[src/rtl/fetch_unit.sv]
// Instruction-fetch responder: owns PC and IR, applies the control unit's
// PC-write commands and refills IR over a req/ack memory handshake.
//
// state | meaning
// IDLE  | out of reset, fetch starts on the next edge
// REQ   | mem_req high, waiting for mem_ack to load IR
// HOLD  | IR valid and stable, waiting for a PC-write event
module fetch_unit #(
  parameter int              PC_W     = 8,
  parameter int              INSTR_W  = 16,
  parameter logic [PC_W-1:0] RESET_PC = '0
) (
  input  logic               CLK,
  input  logic               RST_N,
  input  logic               EscCP,
  input  logic               EscCondCP,
  input  logic [1:0]         FonteCP,
  input  logic               EscLR,
  input  logic               Zero,
  input  logic [PC_W-1:0]    ULA_res,
  output logic               mem_req,
  output logic [PC_W-1:0]    mem_addr,
  input  logic               mem_ack,
  input  logic [INSTR_W-1:0] mem_rdata,
  output logic [PC_W-1:0]    PC,
  output logic [INSTR_W-1:0] IR,
  output logic [3:0]         CodOP,
  output logic               instr_valid,
  output logic               stall,
  output logic               seq_err
);

  typedef enum logic [1:0] {
    ST_IDLE = 2'd0,
    ST_REQ  = 2'd1,
    ST_HOLD = 2'd2
  } state_t;

  state_t             state, state_nxt;
  logic [PC_W-1:0]    pc_nxt;
  logic [INSTR_W-1:0] ir_nxt;
  logic               valid_nxt;
  logic               err_nxt;
  logic               pc_wr_evt;
  logic               take_src;
  logic [PC_W-1:0]    pc_inc;
  logic [PC_W-1:0]    pc_src;

  assign pc_wr_evt = EscCP | EscCondCP;
  assign pc_inc    = PC + 1'b1;
  // A conditional write with Zero low still moves on: it falls through to PC+1.
  assign take_src  = EscCP | (EscCondCP & Zero);

  always_comb begin
    pc_src = PC;
    case (FonteCP)
      2'b00:   pc_src = pc_inc;
      2'b01:   pc_src = ULA_res;
      2'b10:   pc_src = IR[PC_W-1:0];
      default: pc_src = PC;
    endcase
  end

  always_comb begin
    state_nxt = state;
    pc_nxt    = PC;
    ir_nxt    = IR;
    valid_nxt = instr_valid;
    err_nxt   = seq_err;
    case (state)
      ST_IDLE: state_nxt = ST_REQ;
      ST_REQ: begin
        if (pc_wr_evt) err_nxt = 1'b1;
        if (mem_ack) begin
          ir_nxt    = mem_rdata;
          valid_nxt = 1'b1;
          state_nxt = ST_HOLD;
        end
      end
      ST_HOLD: begin
        if (pc_wr_evt) begin
          pc_nxt    = take_src ? pc_src : pc_inc;
          valid_nxt = 1'b0;
          state_nxt = ST_REQ;
        end
      end
      default: state_nxt = ST_IDLE;
    endcase
  end

  always_ff @(posedge CLK or negedge RST_N) begin
    if (!RST_N) begin
      state       <= ST_IDLE;
      PC          <= RESET_PC;
      IR          <= '0;
      instr_valid <= 1'b0;
      seq_err     <= 1'b0;
    end else begin
      state       <= state_nxt;
      PC          <= pc_nxt;
      IR          <= ir_nxt;
      instr_valid <= valid_nxt;
      seq_err     <= err_nxt;
    end
  end

  assign mem_req  = (state == ST_REQ);
  assign mem_addr = PC;
  assign CodOP    = IR[INSTR_W-1 -: 4];
  assign stall    = EscLR & ~instr_valid;

endmodule
[config.mk]
export PLATFORM = sky130hd
export DESIGN_NAME = fetch_unit
export DESIGN_NICKNAME = d
export VERILOG_FILES = /design/src/rtl/fetch_unit.sv
export SDC_FILE = /design/constraint.sdc
export NUM_CORES = 1
export LEC_CHECK = 0
export CORE_ASPECT_RATIO = 1.5
export CORE_UTILIZATION = 43
export DETAILED_ROUTE_END_ITERATION = 16
export PLACE_DENSITY = 0.84
export SLEW_MARGIN = 20
export SYNTH_ARGS = -nofsm -noshare
export SYNTH_HDL_FRONTEND = slang
export SYNTH_SLANG_ARGS = --single-unit
[constraint.sdc]
create_clock -name CLK -period 2.8 [get_ports CLK]
set_input_delay 0.7 -clock CLK [delete_from_list [all_inputs] [get_ports CLK]]
set_output_delay 0.7 -clock CLK [all_outputs]
set_load 0.01 [all_outputs]
==> impl_results.md, run 1 <==
- Status: completed
- Layout cell share with drive strength beyond 1: a little over an eighth
- CP cell instances: clkdlybuf4s50_1 > nor2b_1 > clkdlybuf4s50_1
- Clk slew on worst S/H paths: roughly 0.10 ns
- Number of synthesized flops with an enable pin: 0
- Mapped Cells: around 140
- Nets: between 200 and 250
- Leak: roughly 0.92 nW
- DR vias: approximately 1300
- Seq/Total Area, Yosys: ~46%
- Crit end category: output port
- Die Ht: between 70 and 80 microns
- CP delay by family, top: buffers and inverters
- Largest net degree at the start of global routing: 29
- Setup Buffers After CTS: 0
- Most frequent CP cell: clkdlybuf4s50_1
- CTS tree: yes
- CP max stage delay: roughly 0.54 ns
- Avg Inst Size Synth: approximately 11 sq um
- H-Tree Depth: 1
- Crit path launch type: input port
- Final worst-path cycle share: between 90% and 100%
- Most instantiated library cell after synthesis: dfrtp_1
- Finish-stage setup viols: 0
- Final setup TNS: 0 ns
- WS Path Type: input port to output port
- Ys async rst share: 100%
- YS warnings: 0
- Final Hold Viols: 0
- Post-place setup slack: roughly 0.11 ns
- Fmax: 0.396 GHz
- Initial Util: 44.9%
- Busiest grt layer: met2
- DRT antenna net count: 0
- Clock sink count: 28
- Vias/cell: 5.55
- Max-slew violations: 0
- Hpwl dp: about 3000 microns
- Syn Nets: around 180
- Worst Path Required: ~2.1 ns
- CP Buf/Inv Count: 2
- GR Layer Usage met2: 40.0%
- Cell Rows: 26
- CP arrival: 1.83 ns
- Critical-path maximum fanout: 1
- Maxcap violations: 0
- Clk root buf: clkbuf_8
- IO Port Bufs: just over 70
- Synth Flop Type: dfrtp_1
- Final setup margin: between 0.2 and 0.3 ns
- Max IR drop VDD: between 0.7 and 0.8 mV
- Clock latency on the worst-skew pair: about 0.28 ns
- Netlist cell types: 38
- I/O pins: 73
- Cell taking the most area after synthesis: dfrtp_1
- Cell Pwr Density: between 900 and 1000 nW/um^2
- First-pass GRT wire length: 5930 microns
- DRT Wirelength: ~3800 microns
- Post-layout minimum cycle time: between 2 and 3 ns
- Iteration-0 DRC Markers: 32
- Hold crit path type: flop to flop
- Initial antenna violation count: 0
- Gr ovfl total: 0
- DR WL/cell: roughly 16 microns
- Pre-antenna DRT Iters: 4
- Antenna diode count: 0
- GRT Total Usage: 21.3%
- Synth top area share: 46.1%
- DRC: 0
- Area of the mapped netlist: 1520 sq um
- Die X: about 51 microns
- Synthesis-stage register bit count: 28
- Clock buffer count from CTS: 3
- Met3 Usage GRT: around 3.8%
- Worst slew margin: roughly 56%
- RSZ-0062 raised after global routing: no
- Total chip power: about 2.2 mW
- Die ar.: between 3000 and 4000 sq um
- Clock Path Buffers: 2
- Core Area: 3380 sq um
- Global Route met1 Usage: 22.7%
- Worst-margin pin slew: 0.660 ns
- Vias in the first global route: ~1300
- Fin Clk Skew: roughly 0.0035 ns
- Global placer's final weighted congestion: between 0.8 and 0.9
- Hold buffer count at CTS: 0
- Synth area leaders: dfrtp_1 (46%), mux2_2 (12%), buf_4 (5.9%)
- Area growth syn-to-layout: 48.4%
- Commonest cells post-synth: dfrtp_1 (28), mux2_2 (16), buf_4 (12)
- Slowest-stage cell, CP: clkdlybuf4s50_1
- Cts repair resizes: 0
placed cells by master, fill, tap and decap left out, drive strengths merged, types with 2 or more instances in the layout:
cell	n
nand2	6
o22a	3
a221o	2
nor2	5
nor3	2
inv	5
clkbuf	4
a22oi	6
ha	7
buf	3
nand3	2
a21o	2
clkdlybuf4s50	72
dfrtp	28
mux2	16
o31ai	2
o21ai	5
a21oi	9
power by group:
group / switching, mW / internal [mW] / total (mW)
clock: 0.130 / 0.126 / 0.256
sequential: 0.191 / 0.600 / 0.791
combinational: 0.458 / 0.736 / 1.19
total: 0.779 / 1.46 / 2.24
final timing paths:
kind	startpoint	endpoint	slack [ns]	depth (start not counted)
setup reg to reg	state[0]	PC[7]	0.96	6
min in group asynchronous	RST_N	seq_err	0.79	2
max in group asynchronous	RST_N	state[0]	1.74	2
setup / recovery	EscLR	stall	0.27	3
hold / removal	seq_err	seq_err	0.48	1
hold reg to reg	seq_err	seq_err	0.48	1
worst register-to-register path, delay by kind of cell (launching register included):
family	cells	cell delay, ns
and+or+nand+nor	1	0.48
DFF	1	0.41
buffers and inverters	2	0.29
adders and majority gates	1	0.28
AOI/OAI and AO/OA	2	0.27
metal layers:
metal	vias to the layer above	wire, microns
li1	612	-
met1	643	1440
met2	58	2070
met3	14	207
met4	0	104
met5	-	0
flip-flops by register name (all words and copies together), names as in the netlist:
| name | flops |
|---|---|
| seq_err | 1 |
| PC | 8 |
| IR | 16 |
| state | 2 |
| instr_valid | 1 |
through the flow:
| stage | util, % | area, sq um | hold slack [ns] | std cells |
|---|---|---|---|---|
| floorplan | - | 1520 | 0.404 | 135 |
| global placement | 65.0 | 2200 | 0.441 | 235 |
| detailed placement | 65.0 | 2200 | 0.453 | 235 |
| finish | 66.6 | 2250 | 0.477 | 239 |
| global route | 66.6 | 2250 | 0.492 | 239 |
| CTS | 66.6 | 2250 | 0.474 | 239 |
logic make-up (layout without fill, tap and decap cells):
family / Yosys count / after routing / synth area share, %
DFF: 28 / 28 / 46.1
adders and majority gates: 7 / 7 / 5.77
muxes: 17 / 17 / 12.5
buffers and inverters: 22 / 84 / 8.90
AOI/OAI and AO/OA: 39 / 39 / 19.2
and+or+nand+nor: 22 / 22 / 7.50
area by class of cell:
type	instances	area [sq um]
repair buffers	75	743
multi-input cells	85	683
fillers	280	1130
inverters	5	18.8
well taps	42	52.6
clock buffers	4	55.1
flip-flops and latches	28	701
No activity file was read; power rests on OpenSTA's default activity.
==> run 2, diff against run 1 <==
--- a/config.mk
+++ b/config.mk
@@ -6,9 +6,10 @@
 export NUM_CORES = 1
 export LEC_CHECK = 0
 export CORE_ASPECT_RATIO = 1.5
-export CORE_UTILIZATION = 43
+export CORE_UTILIZATION = 40
 export DETAILED_ROUTE_END_ITERATION = 16
-export PLACE_DENSITY = 0.84
+export MAX_ROUTING_LAYER = met4
+export PLACE_DENSITY = 0.79
 export SLEW_MARGIN = 20
 export SYNTH_ARGS = -nofsm -noshare
 export SYNTH_HDL_FRONTEND = slang
==> run 2 against run 1 <==
Sequential share of layout area rose by 0.28 points. Global-route usage hardly changed. Critical path depth stayed put. Worst setup slack got worse by 0.0031 ns. Final cell count shrank 0.42%. Die area rose by 7.2%. Fmax fell by 0.12%. Critical path type unchanged. Largest power group unchanged.
==> impl_results.md, run 2 (synthesis results as in run 1) <==
- Status: completed
- Critical-path maximum fanout: 1 (unchanged)
- Initial antenna violation count: 0 (unchanged)
- IO Port Bufs: 72 (unchanged)
- Most frequent cells in the layout: clkdlybuf4s50_1 (72), dfrtp_1 (28), mux2_2 (16)
- CP delay by family, top: buffers and inverters
- DR WL/cell: 16.6 microns (+3.9%)
- Maxcap violations: 0 (unchanged)
- Final Hold Viols: 0 (unchanged)
- R2r startpoint: state[0]
- Final setup TNS: 0 ns (unchanged)
- Global placer's final weighted congestion: 0.839 (+4.5%)
- H-Tree Depth: 1 (unchanged)
- Hold Startpoint: seq_err
- Cell Pwr Density: 987 nW/um^2 (-0.80%)
- Iteration-0 DRC Markers: 32 (unchanged)
- DRC: 0 (unchanged)
- Non-filler instance count after layout: 238 (-0.42%)
- First-pass GRT wire length: 6410 microns (+8.0%)
- GRT Total Usage: 21.3% (+0.048 points)
- Max-slew violations: 0 (unchanged)
- CP max stage delay: 0.55 ns (about the same)
- WS Path Type: input port to output port
- R2R depth: 6 (unchanged)
- DRT Wirelength: 3960 microns (+3.5%)
- CP Buf/Inv Count: 2 (unchanged)
- Max IR drop VDD: 0.584 mV (-17%)
- Cells after DPL: 235 (unchanged)
- Layout cell share with drive strength beyond 1: 12.3% (-0.89 points)
- Cts repair resizes: 0 (unchanged)
- Clock sink count: 28 (unchanged)
- Cell Rows: 27 (+3.8%)
- Nets: 237 (-0.42%)
- CP arrival: 1.83 ns (about the same)
- CP cell instances: clkdlybuf4s50_1 > nor2b_1 > clkdlybuf4s50_1
- Final hold slack: 0.470 ns (-0.00669 ns)
- Crit end category: output port
- Area growth syn-to-layout: 47.0%
- Max reg flops: 16 (unchanged)
- DR vias: 1303 (-1.8%)
- Clock Path Buffers: 2 (unchanged)
- Antenna diode count: 0 (unchanged)
- Crit path launch type: input port
- Die ar.: 4050 sq um (+7.2%)
- Fmax: 0.395 GHz (-0.12%)
- Hold crit path type: flop to flop
- Commonest non-fill, non-tap cell in the layout: clkdlybuf4s50_1
- Finish-stage setup viols: 0 (unchanged)
- Final worst-path cycle share: 90.4% (+0.11 points)
- Clock latency on the worst-skew pair: 0.27 ns (about the same)
- Post-layout minimum cycle time: 2.53 ns (+0.00313 ns)
- Slowest-stage cell, CP: clkdlybuf4s50_1
- Worst slew margin: 55.4% (-0.54 points)
- Top reg by flops: IR
- Worst hold path cell count: 1 (unchanged)
- Vias/cell: 5.47 (-1.4%)
- Fin Clk Skew: 0.00345 ns (-0.0000721 ns)
- Most frequent CP cell: clkdlybuf4s50_1
- Hold buffer count at CTS: 0 (unchanged)
- Fill cells: 326 (+16%)
- Clock buffer count from CTS: 3 (unchanged)
- Initial Util: 41.6% (-3.3 points)
- Setup Buffers After CTS: 0 (unchanged)
- Largest net degree at the start of global routing: 29 (unchanged)
- R2r endpoint: PC[7]
- Clk slew on worst S/H paths: 0.09 ns (about the same)
- Die Ht: 77.5 microns (+3.6%)
- Die X: 52.3 microns (+3.5%)
- Core Area: 3650 sq um (+7.8%)
- Leak: 0.908 nW (-1.3%)
- Pre-antenna DRT Iters: 4 (unchanged)
- Hold EP: seq_err
- I/O pins: 73 (unchanged)
- Reg2reg setup slack: 0.94 ns (-0.02 ns)
- Post-Route Utilization: 61.2% (-5.4 points)
- DRT antenna net count: 0 (unchanged)
- Clk root buf: clkbuf_8
- Gr ovfl total: 0 (unchanged)
- Worst Path Required: 2.10 ns (about the same)
- Hpwl dp: 3130 microns (+6.6%)
- RSZ-0062 raised after global routing: no
- CTS tree: yes
- Biggest regs: IR: 16 flops, PC: 8 flops, state: 2 flops
- Vias in the first global route: 1350 (+1.7%)
- Worst-margin pin slew: 0.668 ns (+0.00807 ns)
## run 2: cell types whose count changed in the layout (fill, tap and decap cells not counted), sizes merged
cell | before | now
buf | 3 | 2
clkbuf | 4 | 3
## run 2: area by class of cell
cell class | count | area [sq um] | share of cell area, %
Multi-Input combinational cell | 85 | 683 | 30.6
Tap cell | 43 | 53.8 | 2.41
Clock buffer | 3 | 41.3 | 1.85
Inverter | 5 | 18.8 | 0.840
Timing Repair Buffer | 74 | 736 | 32.9
Sequential cell | 28 | 701 | 31.4
## run 2: worst reg2reg max path, delay by kind of cell, from the launching register on
| kind | cells | cell delay [ns] |
|---|---|---|
| simple gates | 1 | 0.47 |
| buf+inv | 2 | 0.30 |
| compound gates | 2 | 0.28 |
| flops | 1 | 0.41 |
| fa+ha+maj | 1 | 0.30 |
## run 2: power by group
group	leakage (nW)	internal, mW	switching [mW]
Sequential	0.331	0.600	0.195
Clock	0.0216	0.0966	0.120
Combinational	0.556	0.734	0.458
Total	0.908	1.43	0.773
## run 2: worst max path at each step
stage	startpoint	endpoint	slack (ns)	depth (start not counted)
after floorplan	FonteCP[0]	PC[4]	0.67	6
after global placement	FonteCP[0]	PC[7]	0.15	7
after detailed placement	FonteCP[0]	PC[7]	0.09	7
after CTS	EscLR	stall	0.25	3
after global routing	EscLR	stall	0.19	3
final	EscLR	stall	0.27	3
## run 2: routing by layer
metal | up-vias | routed length [microns] | track usage (%)
met5 | - | 0 | -
met4 | 0 | 70 | 6.84
met3 | 6 | 157 | 2.35
met2 | 44 | 2130 | 36.8
met1 | 642 | 1600 | 25.1
li1 | 611 | - | -
## run 2: through the flow
step | worst slack, ns | power, mW | instance area, sq um
floorplan | 0.674 | 1.39 | 1520
global placement | 0.150 | 1.95 | 2190
detailed placement | 0.0908 | 2.01 | 2190
CTS | 0.246 | 2.22 | 2230
global route | 0.194 | 2.34 | 2230
finish | 0.269 | 2.20 | 2230
